File: src/rtl/mandel_fb_pkg.sv
// Shared definitions for the double-buffered Mandelbrot framebuffer scheduler.
// Contents: scheduler FSM state encoding, default framebuffer address/data
// widths, and the widths of the optional statistics counters.
package mandel_fb_pkg;

    typedef enum logic [2:0] {
        ST_IDLE    = 3'd0,
        ST_START   = 3'd1,
        ST_RENDER  = 3'd2,
        ST_WAIT_VB = 3'd3,
        ST_SWAP    = 3'd4
    } fb_state_t;

    localparam int FB_ADDR_W    = 19;
    localparam int FB_DATA_W    = 8;
    localparam int FRAME_CNT_W  = 16;
    localparam int RENDER_CYC_W = 32;

endpackage

File: src/rtl/fb_rr_arbiter.sv
// N-way round-robin arbiter (purely combinational).
// Ports:
//   i_en   - arbitration enable; no grant while low
//   i_req  - per-requester request bits
//   i_ptr  - highest-priority requester index
//   o_gnt  - one-hot grant
//   o_idx  - index of the granted requester
//   o_vld  - a grant was issued this cycle
module fb_rr_arbiter #(
    parameter int N     = 4,
    parameter int IDX_W = (N > 1) ? $clog2(N) : 1
) (
    input  logic             i_en,
    input  logic [N-1:0]     i_req,
    input  logic [IDX_W-1:0] i_ptr,
    output logic [N-1:0]     o_gnt,
    output logic [IDX_W-1:0] o_idx,
    output logic             o_vld
);

    logic [IDX_W-1:0] w_cand;

    // Scan candidates from the farthest to the nearest position after the
    // pointer; the last hit wins, so the nearest requester ends up granted.
    always_comb begin
        o_gnt  = '0;
        o_idx  = '0;
        o_vld  = 1'b0;
        w_cand = '0;
        for (int k = N - 1; k >= 0; k--) begin
            w_cand = IDX_W'((int'(i_ptr) + k) % N);
            if (i_en && i_req[w_cand]) begin
                o_gnt         = '0;
                o_gnt[w_cand] = 1'b1;
                o_idx         = w_cand;
                o_vld         = 1'b1;
            end
        end
    end

endmodule

File: src/rtl/fb_render_scheduler.sv
// Double-buffered frame render scheduler: starts the pixel engines, merges
// their writes round-robin onto the single framebuffer write port, and swaps
// front/back buffers in vertical blank once the back buffer is complete.
// Ports:
//   clk, rst              - clock, asynchronous active-high reset
//   render_req            - pulse: render a new frame
//   vblank_pulse          - pulse: start of vertical blank
//   eng_start             - pulse to all engines: begin frame
//   eng_req/addr/data     - per-engine write requests (packed per engine)
//   eng_gnt               - one-hot combinational grant
//   eng_done              - pulse: engine finished its share
//   fb_we/waddr/wdata     - registered back-buffer write port
//   wr_buf_sel/rd_buf_sel - back/front buffer selects
//   busy                  - scheduler not idle
//   frame_cnt, render_cycles - statistics, only with FB_SCHED_STATS_EN defined
module fb_render_scheduler
    import mandel_fb_pkg::*;
#(
    parameter int N_ENG  = 4,
    parameter int ADDR_W = FB_ADDR_W,
    parameter int DATA_W = FB_DATA_W
) (
    input  logic                    clk,
    input  logic                    rst,
    input  logic                    render_req,
    input  logic                    vblank_pulse,
    output logic                    eng_start,
    input  logic [N_ENG-1:0]        eng_req,
    input  logic [N_ENG*ADDR_W-1:0] eng_addr,
    input  logic [N_ENG*DATA_W-1:0] eng_data,
    output logic [N_ENG-1:0]        eng_gnt,
    input  logic [N_ENG-1:0]        eng_done,
    output logic                    fb_we,
    output logic [ADDR_W-1:0]       fb_waddr,
    output logic [DATA_W-1:0]       fb_wdata,
    output logic                    wr_buf_sel,
    output logic                    rd_buf_sel,
`ifdef FB_SCHED_STATS_EN
    output logic [FRAME_CNT_W-1:0]  frame_cnt,
    output logic [RENDER_CYC_W-1:0] render_cycles,
`endif
    output logic                    busy
);

    localparam int IDX_W = $clog2(N_ENG);

    fb_state_t          r_state;
    logic               r_eng_start;
    logic               r_fb_we;
    logic [ADDR_W-1:0]  r_fb_waddr;
    logic [DATA_W-1:0]  r_fb_wdata;
    logic               r_rd_buf_sel;
    logic [IDX_W-1:0]   r_ptr;
    logic [N_ENG-1:0]   r_done_mask;
    logic               r_pending;

    logic [N_ENG-1:0]   w_gnt;
    logic [IDX_W-1:0]   w_idx;
    logic               w_vld;
    logic               w_frame_done;

    fb_rr_arbiter #(
        .N     (N_ENG),
        .IDX_W (IDX_W)
    ) u_arb (
        .i_en  (r_state == ST_RENDER),
        .i_req (eng_req),
        .i_ptr (r_ptr),
        .o_gnt (w_gnt),
        .o_idx (w_idx),
        .o_vld (w_vld)
    );

    // Frame is complete only once every engine reported done and the last
    // granted write has drained out of the write register.
    assign w_frame_done = (&r_done_mask) && (eng_req == '0) && !r_fb_we;

    always_ff @(posedge clk or posedge rst) begin
        if (rst) begin
            r_state      <= ST_IDLE;
            r_eng_start  <= 1'b0;
            r_fb_we      <= 1'b0;
            r_fb_waddr   <= '0;
            r_fb_wdata   <= '0;
            r_rd_buf_sel <= 1'b0;
            r_ptr        <= '0;
            r_done_mask  <= '0;
            r_pending    <= 1'b0;
        end else begin
            // write register stage
            r_fb_we     <= w_vld;
            r_eng_start <= 1'b0;
            if (w_vld) begin
                r_fb_waddr <= eng_addr[int'(w_idx)*ADDR_W +: ADDR_W];
                r_fb_wdata <= eng_data[int'(w_idx)*DATA_W +: DATA_W];
                r_ptr      <= (w_idx == IDX_W'(N_ENG - 1)) ? '0 : w_idx + 1'b1;
            end

            case (r_state)
                ST_IDLE: begin
                    if (render_req) begin
                        r_state     <= ST_START;
                        r_eng_start <= 1'b1;
                    end
                end
                ST_START: begin
                    r_done_mask <= '0;
                    r_state     <= ST_RENDER;
                    if (render_req) r_pending <= 1'b1;
                end
                ST_RENDER: begin
                    if (render_req) r_pending <= 1'b1;
                    r_done_mask <= r_done_mask | eng_done;
                    if (w_frame_done) r_state <= ST_WAIT_VB;
                end
                ST_WAIT_VB: begin
                    if (render_req) r_pending <= 1'b1;
                    // Toggle on the entry edge so the display flips the cycle
                    // right after the vblank pulse.
                    if (vblank_pulse) begin
                        r_state      <= ST_SWAP;
                        r_rd_buf_sel <= ~r_rd_buf_sel;
                    end
                end
                ST_SWAP: begin
                    r_pending <= 1'b0;
                    if (r_pending || render_req) begin
                        r_state     <= ST_START;
                        r_eng_start <= 1'b1;
                    end else begin
                        r_state <= ST_IDLE;
                    end
                end
                default: r_state <= ST_IDLE;
            endcase
        end
    end

    assign eng_gnt    = w_gnt;
    assign eng_start  = r_eng_start;
    assign fb_we      = r_fb_we;
    assign fb_waddr   = r_fb_waddr;
    assign fb_wdata   = r_fb_wdata;
    assign rd_buf_sel = r_rd_buf_sel;
    assign wr_buf_sel = ~r_rd_buf_sel;
    assign busy       = (r_state != ST_IDLE);

`ifdef FB_SCHED_STATS_EN
    logic [FRAME_CNT_W-1:0]  r_frame_cnt;
    logic [RENDER_CYC_W-1:0] r_render_cycles;
    logic [RENDER_CYC_W-1:0] r_cyc_acc;

    function automatic logic [RENDER_CYC_W-1:0] sat_inc(input logic [RENDER_CYC_W-1:0] v);
        return (&v) ? v : v + 1'b1;
    endfunction

    // r_cyc_acc counts START plus RENDER cycles of the frame in flight;
    // it is published when the frame enters WAIT_VB.
    always_ff @(posedge clk or posedge rst) begin
        if (rst) begin
            r_frame_cnt     <= '0;
            r_render_cycles <= '0;
            r_cyc_acc       <= '0;
        end else begin
            if (r_state == ST_START) r_cyc_acc <= RENDER_CYC_W'(1);
            if (r_state == ST_RENDER) begin
                r_cyc_acc <= sat_inc(r_cyc_acc);
                if (w_frame_done) r_render_cycles <= sat_inc(r_cyc_acc);
            end
            if (r_state == ST_WAIT_VB && vblank_pulse)
                r_frame_cnt <= r_frame_cnt + 1'b1;
        end
    end

    assign frame_cnt     = r_frame_cnt;
    assign render_cycles = r_render_cycles;
`endif

endmodule
File: config.mk
export PLATFORM = sky130hd
export DESIGN_NAME = fb_render_scheduler
export DESIGN_NICKNAME = d
export VERILOG_FILES = /design/src/rtl/mandel_fb_pkg.sv /design/src/rtl/fb_rr_arbiter.sv /design/src/rtl/fb_render_scheduler.sv
export SDC_FILE = /design/constraint.sdc
export NUM_CORES = 1
export LEC_CHECK = 0
export ABC_AREA = 1
export CORE_MARGIN = 10
export CORE_UTILIZATION = 41
export CTS_CLUSTER_SIZE = 8
export DETAILED_ROUTE_END_ITERATION = 12
export PLACE_DENSITY = 0.9
export SLEW_MARGIN = 20
export SYNTH_ARGS = -nofsm -noshare
export SYNTH_HDL_FRONTEND = slang
export SYNTH_HIERARCHICAL = 1
export SYNTH_SLANG_ARGS = --single-unit
File: constraint.sdc
create_clock -name clk -period 2.8 [get_ports clk]
set_clock_uncertainty 0.05 [all_clocks]
set_input_delay 0.42 -clock clk [delete_from_list [all_inputs] [get_ports clk]]
set_output_delay 0.42 -clock clk [all_outputs]
set_load 0.02 [all_outputs]
==> results of run 1 <==
==> metal layers <==
metal | part of all wire [%] | routed length [um]
met3 | 9.6 | 1020
met2 | 49 | 5150
met4 | 1.7 | 179
met5 | 0 | 0
met1 | 40 | 4220
==> through the flow <==
| step | power [uW] | setup TNS, ns | hold WS, ns | util, % | instance area, um^2 |
|---|---|---|---|---|---|
| 3_5_place_dp | 6630 | -0.0276 | 0.435 | 64.0 | 4690 |
| 5_1_grt | 8140 | 0 | 0.481 | 66.4 | 4870 |
| 2_1_floorplan | 5340 | 0 | 0.415 | - | 3120 |
| 6_report | 7350 | 0 | 0.453 | 66.4 | 4870 |
| 3_3_place_gp | 6430 | 0 | 0.430 | 64.0 | 4690 |
| 4_1_cts | 7070 | 0 | 0.452 | 65.5 | 4800 |
==> how the worst min path moves through the flow <==
stage / from / to / slack (ns) / cells past startpoint
6_report: rd_buf_sel / rd_buf_sel / 0.45 / 1
5_1_grt: rd_buf_sel / rd_buf_sel / 0.48 / 1
4_1_cts: rd_buf_sel / rd_buf_sel / 0.45 / 1
3_5_place_dp: rd_buf_sel / rd_buf_sel / 0.44 / 1
3_3_place_gp: r_done_mask[3] / r_done_mask[3] / 0.43 / 2
2_1_floorplan: r_done_mask[3] / r_done_mask[3] / 0.42 / 2
==> worst reg2reg max path: stages, from the launching register on <==
cell and delay [ns]:
dfrtp_1 0.39, inv_2 0.12, ha_1 0.28, inv_1 0.15, nand3_2 0.13, nand3_4 0.17
a21oi_2 0.09, buf_4 0.14, o21ai_4 0.17, buf_12 0.15, clkbuf_16 0.19, nor2_1 0.08
nor2_1 0.08, o21ai_1 0.07, nand2_1 0.08, nand2_1 0.05, o21ai_1 0.08
==> registers in the layout (all words and copies together), names as in the netlist <==
register	count
fb_waddr	19
r_ptr	2
rd_buf_sel	1
eng_start	1
r_pending	1
fb_wdata	8
r_done_mask	4
fb_we	1
r_state	3
==> kinds of logic after synthesis <==
kind of cell    share of synthesized area (%)
xor+xnor                                0.280
buf+inv                                  13.4
compound gates                           15.4
mux                                     0.361
fa+ha+maj                                3.21
flops                                    32.1
simple gates                             35.3
==> cell usage after synthesis <==
master    count
nor3_1        1
nor2_4        2
nor2_1      134
buf_8         1
nor3_2        1
dfrtp_1      40
xor2_1        1
o211ai_1      1
o21ai_1      77
nor2_2        4
buf_6        13
buf_2         7
a21oi_2       1
nor3b_2       1
o22ai_1       1
nand2_1      96
nand4_1       3
nand3_2       5
inv_2         3
clkbuf_1      2
buf_4         1
inv_1        49
inv_4         2
nand3_1      13
nand2_2       2
nand3_4       1
o21ai_0      12
o31ai_1       1
mux2_2        1
ha_1          8
a21oi_1       1
==> power breakdown <==
part	internal, uW	total, uW	switching [uW]	leakage, uW
clock	264	468	205	0.0000541
combinational	2300	5780	3480	0.00175
sequential	924	1100	175	0.000483
==> repair_timing <==
action	4_1_cts	5_1_grt
endpoints found under the setup margin	4	7
pin swaps	0	2
setup buffers	0	2
endpoints found under the hold margin	0	0
cloned	0	2
resized for setup	7	7
==> area by class of cell <==
type                       instances  share of cell area (%)
clock buffer                       5                    1.41
clock inverter                     3                   0.874
inverter                          54                    4.32
multi-input combinational        367                    35.3
sequential                        40                    20.6
tap                               99                    2.54
timing repair buffer             170                    35.0
==> summary.txt, run 1 <==
Timing
  – Worst setup margin: 0.234 ns
  – Final setup viols: 0
  – Final hold violation count: 0
  – Fmax: 390 MHz
  – RSZ-0062 raised after global routing: false
  – Rel. slew slack: 65.8%
  – Period utilisation layout: 91.6%
  – Final Max Slew Viols: 0
  – Final worst path period need: 2.57 ns
  – Tightest Pin Transition: 0.513 ns

Worst setup path
  – WS Path Type: reg -> out
  – CP cell instances: inv_2, ha_1, inv_1, nand3_2, nand3_4, nand3_2, nor2_1, nor2_1, nor2_1, clkbuf_2
  – Flop-to-flop setup slack: 0.26 ns
  – RR Endpoint: fb_waddr[10]
  – Slowest-stage cell, CP: dfrtp_1
  – Crit Reg-Reg Startpoint: r_ptr[1]
  – Worst Setup SP: r_ptr[1]
  – Startpoint type of the worst setup path: flip-flop
  – Worst-case reg-to-reg path depth: 16
  – Worst Path Arrival: 2.10 ns
  – Crit-path max FO: 13
  – Crit path capture: eng_gnt[0]
  – Worst Path Buf+Inv: 3
  – Req. time, crit path: 2.33 ns
  – Setup crit end kind: output pin
  – Critical path's largest stage delay: 0.39 ns
  – Critical Path Stages: 10
  – Top delay family on crit path: simple AND/OR/NAND/NOR gates
  – CP dominant cell by count: nor2_1

Yosys
  – Sequential share of the synthesized area: 32.1%
  – Mapped cell area: 3120 um^2
  – Mapped Avg Cell Area: 6.44 um^2
  – Top cell type's share of synthesized area: 32.1%
  – Largest cells by area after synthesis: dfrtp_1, nor2_1, o21ai_1
  – Warnings from Yosys: 6
  – Cell count after synthesis: 485
  – Syn nets: 613
  – Cell variety after synth: 31
  – Dominant cell type by area after synthesis: dfrtp_1
  – #FFs+latches synth: 40

Final layout
  – Reg area: 1000 um^2
  – Commonest cells after routing, fill and taps aside: clkdlybuf4s50_1, nor2_1, nand2_1
  – P&R area growth vs syn: 55.9%
  – Multi-input gate area: 1720 um^2
  – Fill cells: 592
  – Final Non-Filler Cells: 738
  – Commonest non-fill, non-tap cell in the layout: clkdlybuf4s50_1
  – Nets@finish: 766
  – Antenna cells: 0
  – Share of layout cells above drive strength 1: 8.14%

Die
  – # IOs: 156
  – Chip Width: 107 um
  – Placement Rows: 31
  – Starting density of the core: 42.6%
  – Die ar.: 11500 um^2
  – Die span in y: 107 um
  – CORE AREA: 7330 um^2

Placed design
  – # placed instances: 726
  – RD Place Congestion: 0.841
  – Port bufs: 155
  – Placed wire-length estimate: 8.14 mm
  – Pre-CTS WS: -0.0131 ns

Clock tree
  – TritonCTS clock tree: built
  – CTS Hold Bufs: 0
  – H-tree levels: 2
  – CTS sink count: 40
  – Clock buffer count from CTS: 5
  – Clock root cell: clkbuf_8
  – Clock Tree Buf Depth: 2
  – Worst-skew pair later-pin latency: 0.29 ns
  – Clk slew on worst S/H paths: 0.08 ns

Global route
  – First-pass GRT wire length: 16.1 mm
  – Top Usage Layer GRT: met2
  – Grt total ovfl: 0
  – Initial antenna violation count: 0
  – Met3 Track Usage GR: 6.47%
  – Global Route met1 Usage: 18.4%
  – Largest net degree at the start of global routing: 56
  – Total Routing Usage GR: 16.8%
  – Met2 Use GR: 30.1%
  – Vias in the first global route: 3462

Power
  – Leakage: 0.00229 uW
  – P per Cell Area: 1510 nW/um^2
  – Peak supply drop: 0.000745 V

Route
  – Drt total wl: 10.6 mm
  – Vias: 3567
  – Routed WL per cell: 14.3 um
  – DRC viols: 0
  – Initial drt markers: 118
  – Drt first pass iters: 4
  – Routed Antenna Nets: 0
  – Vias per cell: 4.83

Job
  – Number of max-cap violations: 0

Min path
  – Worst hold path class: reg -> reg

Status
  – Status: finished, final reports clean
No activity file was read; power rests on OpenSTA's default activity.
==> run 2, diff against run 1 <==
Settings changed: CORE_MARGIN 10 to 4.
==> run 2 against run 1 <==
Routed wire length decreased by 1.2%. First-iteration DRC count increased by 42%. Sequential power about the same. Non-clock buffer count increased by 2. Power increased by 4.2%. Clock power increased by 8.8%. Highest routed layer unchanged. Die area decreased by 21%. Via count increased by 2.4%. Largest cell class unchanged. Fmax decreased by 1.6%. Setup slack got worse by 0.041 ns.
==> summary.txt, run 2 (same netlist as run 1, synthesis figures left out) <==
Timing
  – Final Max Slew Viols: 0 (unchanged)
  – Final setup TNS: 0 ns (unchanged)
  – Tightest Pin Transition: 0.797 ns (+0.284 ns)
  – Worst setup margin: 0.194 ns (-0.0406 ns)
  – Fmax: 384 MHz (-1.6%)
  – Min Hold Slack: 0.446 ns (-0.00706 ns)
  – Rel. slew slack: 46.6% (-19 points)
  – Period utilisation layout: 93.1% (+1.4 points)
  – Final setup viols: 0 (unchanged)
  – Final worst path period need: 2.61 ns (+0.0406 ns)
  – Final hold violation count: 0 (unchanged)

Global route
  – Grt total ovfl: 0 (unchanged)
  – Total Routing Usage GR: 21.0% (+4.1 points)
  – Initial antenna violation count: 0 (unchanged)
  – Largest net degree at the start of global routing: 56 (unchanged)
  – First-pass GRT wire length: 15.2 mm (-5.8%)
  – Vias in the first global route: 3351 (-3.2%)

Clock tree
  – Worst-skew pair later-pin latency: 0.28 ns (about the same)
  – Clock buffer count from CTS: 5 (unchanged)
  – H-tree levels: 2 (unchanged)
  – TritonCTS clock tree: built
  – CTS sink count: 40 (unchanged)
  – CTS Hold Bufs: 0 (unchanged)
  – Clock root cell: clkbuf_8
  – Clock Tree Buf Depth: 2 (unchanged)
  – Clk slew on worst S/H paths: 0.08 ns (about the same)

Worst setup path
  – WS Path Type: reg -> reg
  – Worst Path Arrival: 2.76 ns (+0.66 ns)
  – Crit-path max FO: 13 (unchanged)
  – Req. time, crit path: 2.96 ns (+0.63 ns)
  – Startpoint type of the worst setup path: flip-flop
  – Setup crit end kind: flip-flop

Final layout
  – Layout Utilization: 67.3% (+0.90 points)
  – Commonest non-fill, non-tap cell in the layout: clkdlybuf4s50_1
  – Antenna cells: 0 (unchanged)
  – Share of layout cells above drive strength 1: 8.71% (+0.57 points)
  – Fill cells: 605 (+2.2%)
  – Nets@finish: 770 (+0.52%)
  – Largest register FFs: 19 (unchanged)
  – Commonest cells after routing, fill and taps aside: clkdlybuf4s50_1, nor2_1, nand2_1
  – Final Non-Filler Cells: 742 (+0.54%)
  – P&R area growth vs syn: 58.1%

Placed design
  – # placed instances: 726 (unchanged)
  – Port bufs: 155 (unchanged)
  – Placed wire-length estimate: 7.50 mm (-7.8%)
  – RD Place Congestion: 0.869 (+3.3%)
  – Pre-CTS WS: -0.0362 ns (-0.0232 ns)

Route
  – Initial drt markers: 168 (+42%)
  – Drt total wl: 10.4 mm (-1.2%)
  – Vias per cell: 4.92 (+1.9%)
  – Drt first pass iters: 5 (+1)
  – Routed Antenna Nets: 0 (unchanged)
  – Routed WL per cell: 14.1 um (-1.7%)
  – Vias: 3654 (+2.4%)
  – DRC viols: 0 (unchanged)

Die
  – Placement Rows: 31 (unchanged)
  – Die ar.: 9080 um^2 (-21%)
  – Die span in y: 95.3 um (-11%)
  – Starting density of the core: 42.6% (unchanged)
  – CORE AREA: 7330 um^2 (unchanged)
  – # IOs: 156 (unchanged)
  – Chip Width: 95.3 um (-11%)

Min path
  – Worst hold path class: in -> async

Job
  – Number of max-cap violations: 0 (unchanged)

Status
  – Status: finished, final reports clean

Power
  – Peak supply drop: 0.000659 V (-11%)
  – P per Cell Area: 1550 nW/um^2 (+2.8%)
  – Leakage: 0.00232 uW (+1.4%)
## run 2: changes by cell type in the layout (fill, tap and decap cells not counted), sizes merged
cell / previous run / this run
buf: 13 / 15
clkinvlp: 1 / 0
inv: 53 / 54
clkbuf: 11 / 13
## run 2: repair_timing
item,in CTS,in global routing
resized for setup,4,14
hold endpoints to repair,0,0
gates cloned,0,5
endpoints found under the setup margin,4,31
buffers inserted,0,3
## run 2: metal layers
metal | share of wire (%) | up-vias | GRT usage [%]
li1 | - | 1831 | -
met1 | 39 | 1675 | 23.1
met2 | 51 | 130 | 38.9
met3 | 8.2 | 18 | 5.84
met4 | 2.2 | 0 | 5.89
met5 | 0 | - | 0
## run 2: through the flow
step / cell area (um^2) / total power, uW
floorplan: 3120 / 5340
CTS: 4810 / 7100
global placement: 4690 / 6410
global route: 4940 / 8460
finish: 4940 / 7660
detailed placement: 4690 / 6620
## run 2: power by group
group | switching, uW | internal [uW] | leakage [uW]
clock network | 195 | 315 | 0.0000645
registers | 181 | 925 | 0.000483
logic | 3660 | 2390 | 0.00177
## run 2: worst paths after layout
check,startpoint,to,slack [ns],depth (start not counted)
max,r_ptr[1],fb_waddr[9],0.19,17
min,rst,rd_buf_sel,0.45,2
max reg2reg,r_ptr[1],fb_waddr[9],0.19,17
min reg2reg,rd_buf_sel,rd_buf_sel,0.45,1
max in group asynchronous,rst,fb_waddr[15],1.57,3
min in group clk,rd_buf_sel,rd_buf_sel,0.45,1
## run 2: worst max-delay path, stage by stage (launching register included)
cell and delay [ns]:
dfrtp_1 0.36, inv_2 0.08, ha_1 0.33, inv_1 0.10
nand3_2 0.11, nand3_4 0.14, buf_4 0.19, a21oi_4 0.19
nand3_2 0.11, o21ai_4 0.09, buf_4 0.19, buf_6 0.18
nor2_1 0.06, nor2_1 0.08, o21ai_1 0.08, nand2_1 0.07
nand2_1 0.05, o21ai_1 0.07
## run 2: layout make-up
cell class	count	area, um^2	area share, %
timing repair inverter	2	17.5	0.355
clock inverter	1	30.0	0.608
clock buffer	7	96.3	1.95
tap	99	124	2.51
multi-input combinational	367	1730	35.0
timing repair buffer	172	1720	34.9
inverter	54	218	4.41
sequential	40	1000	20.3
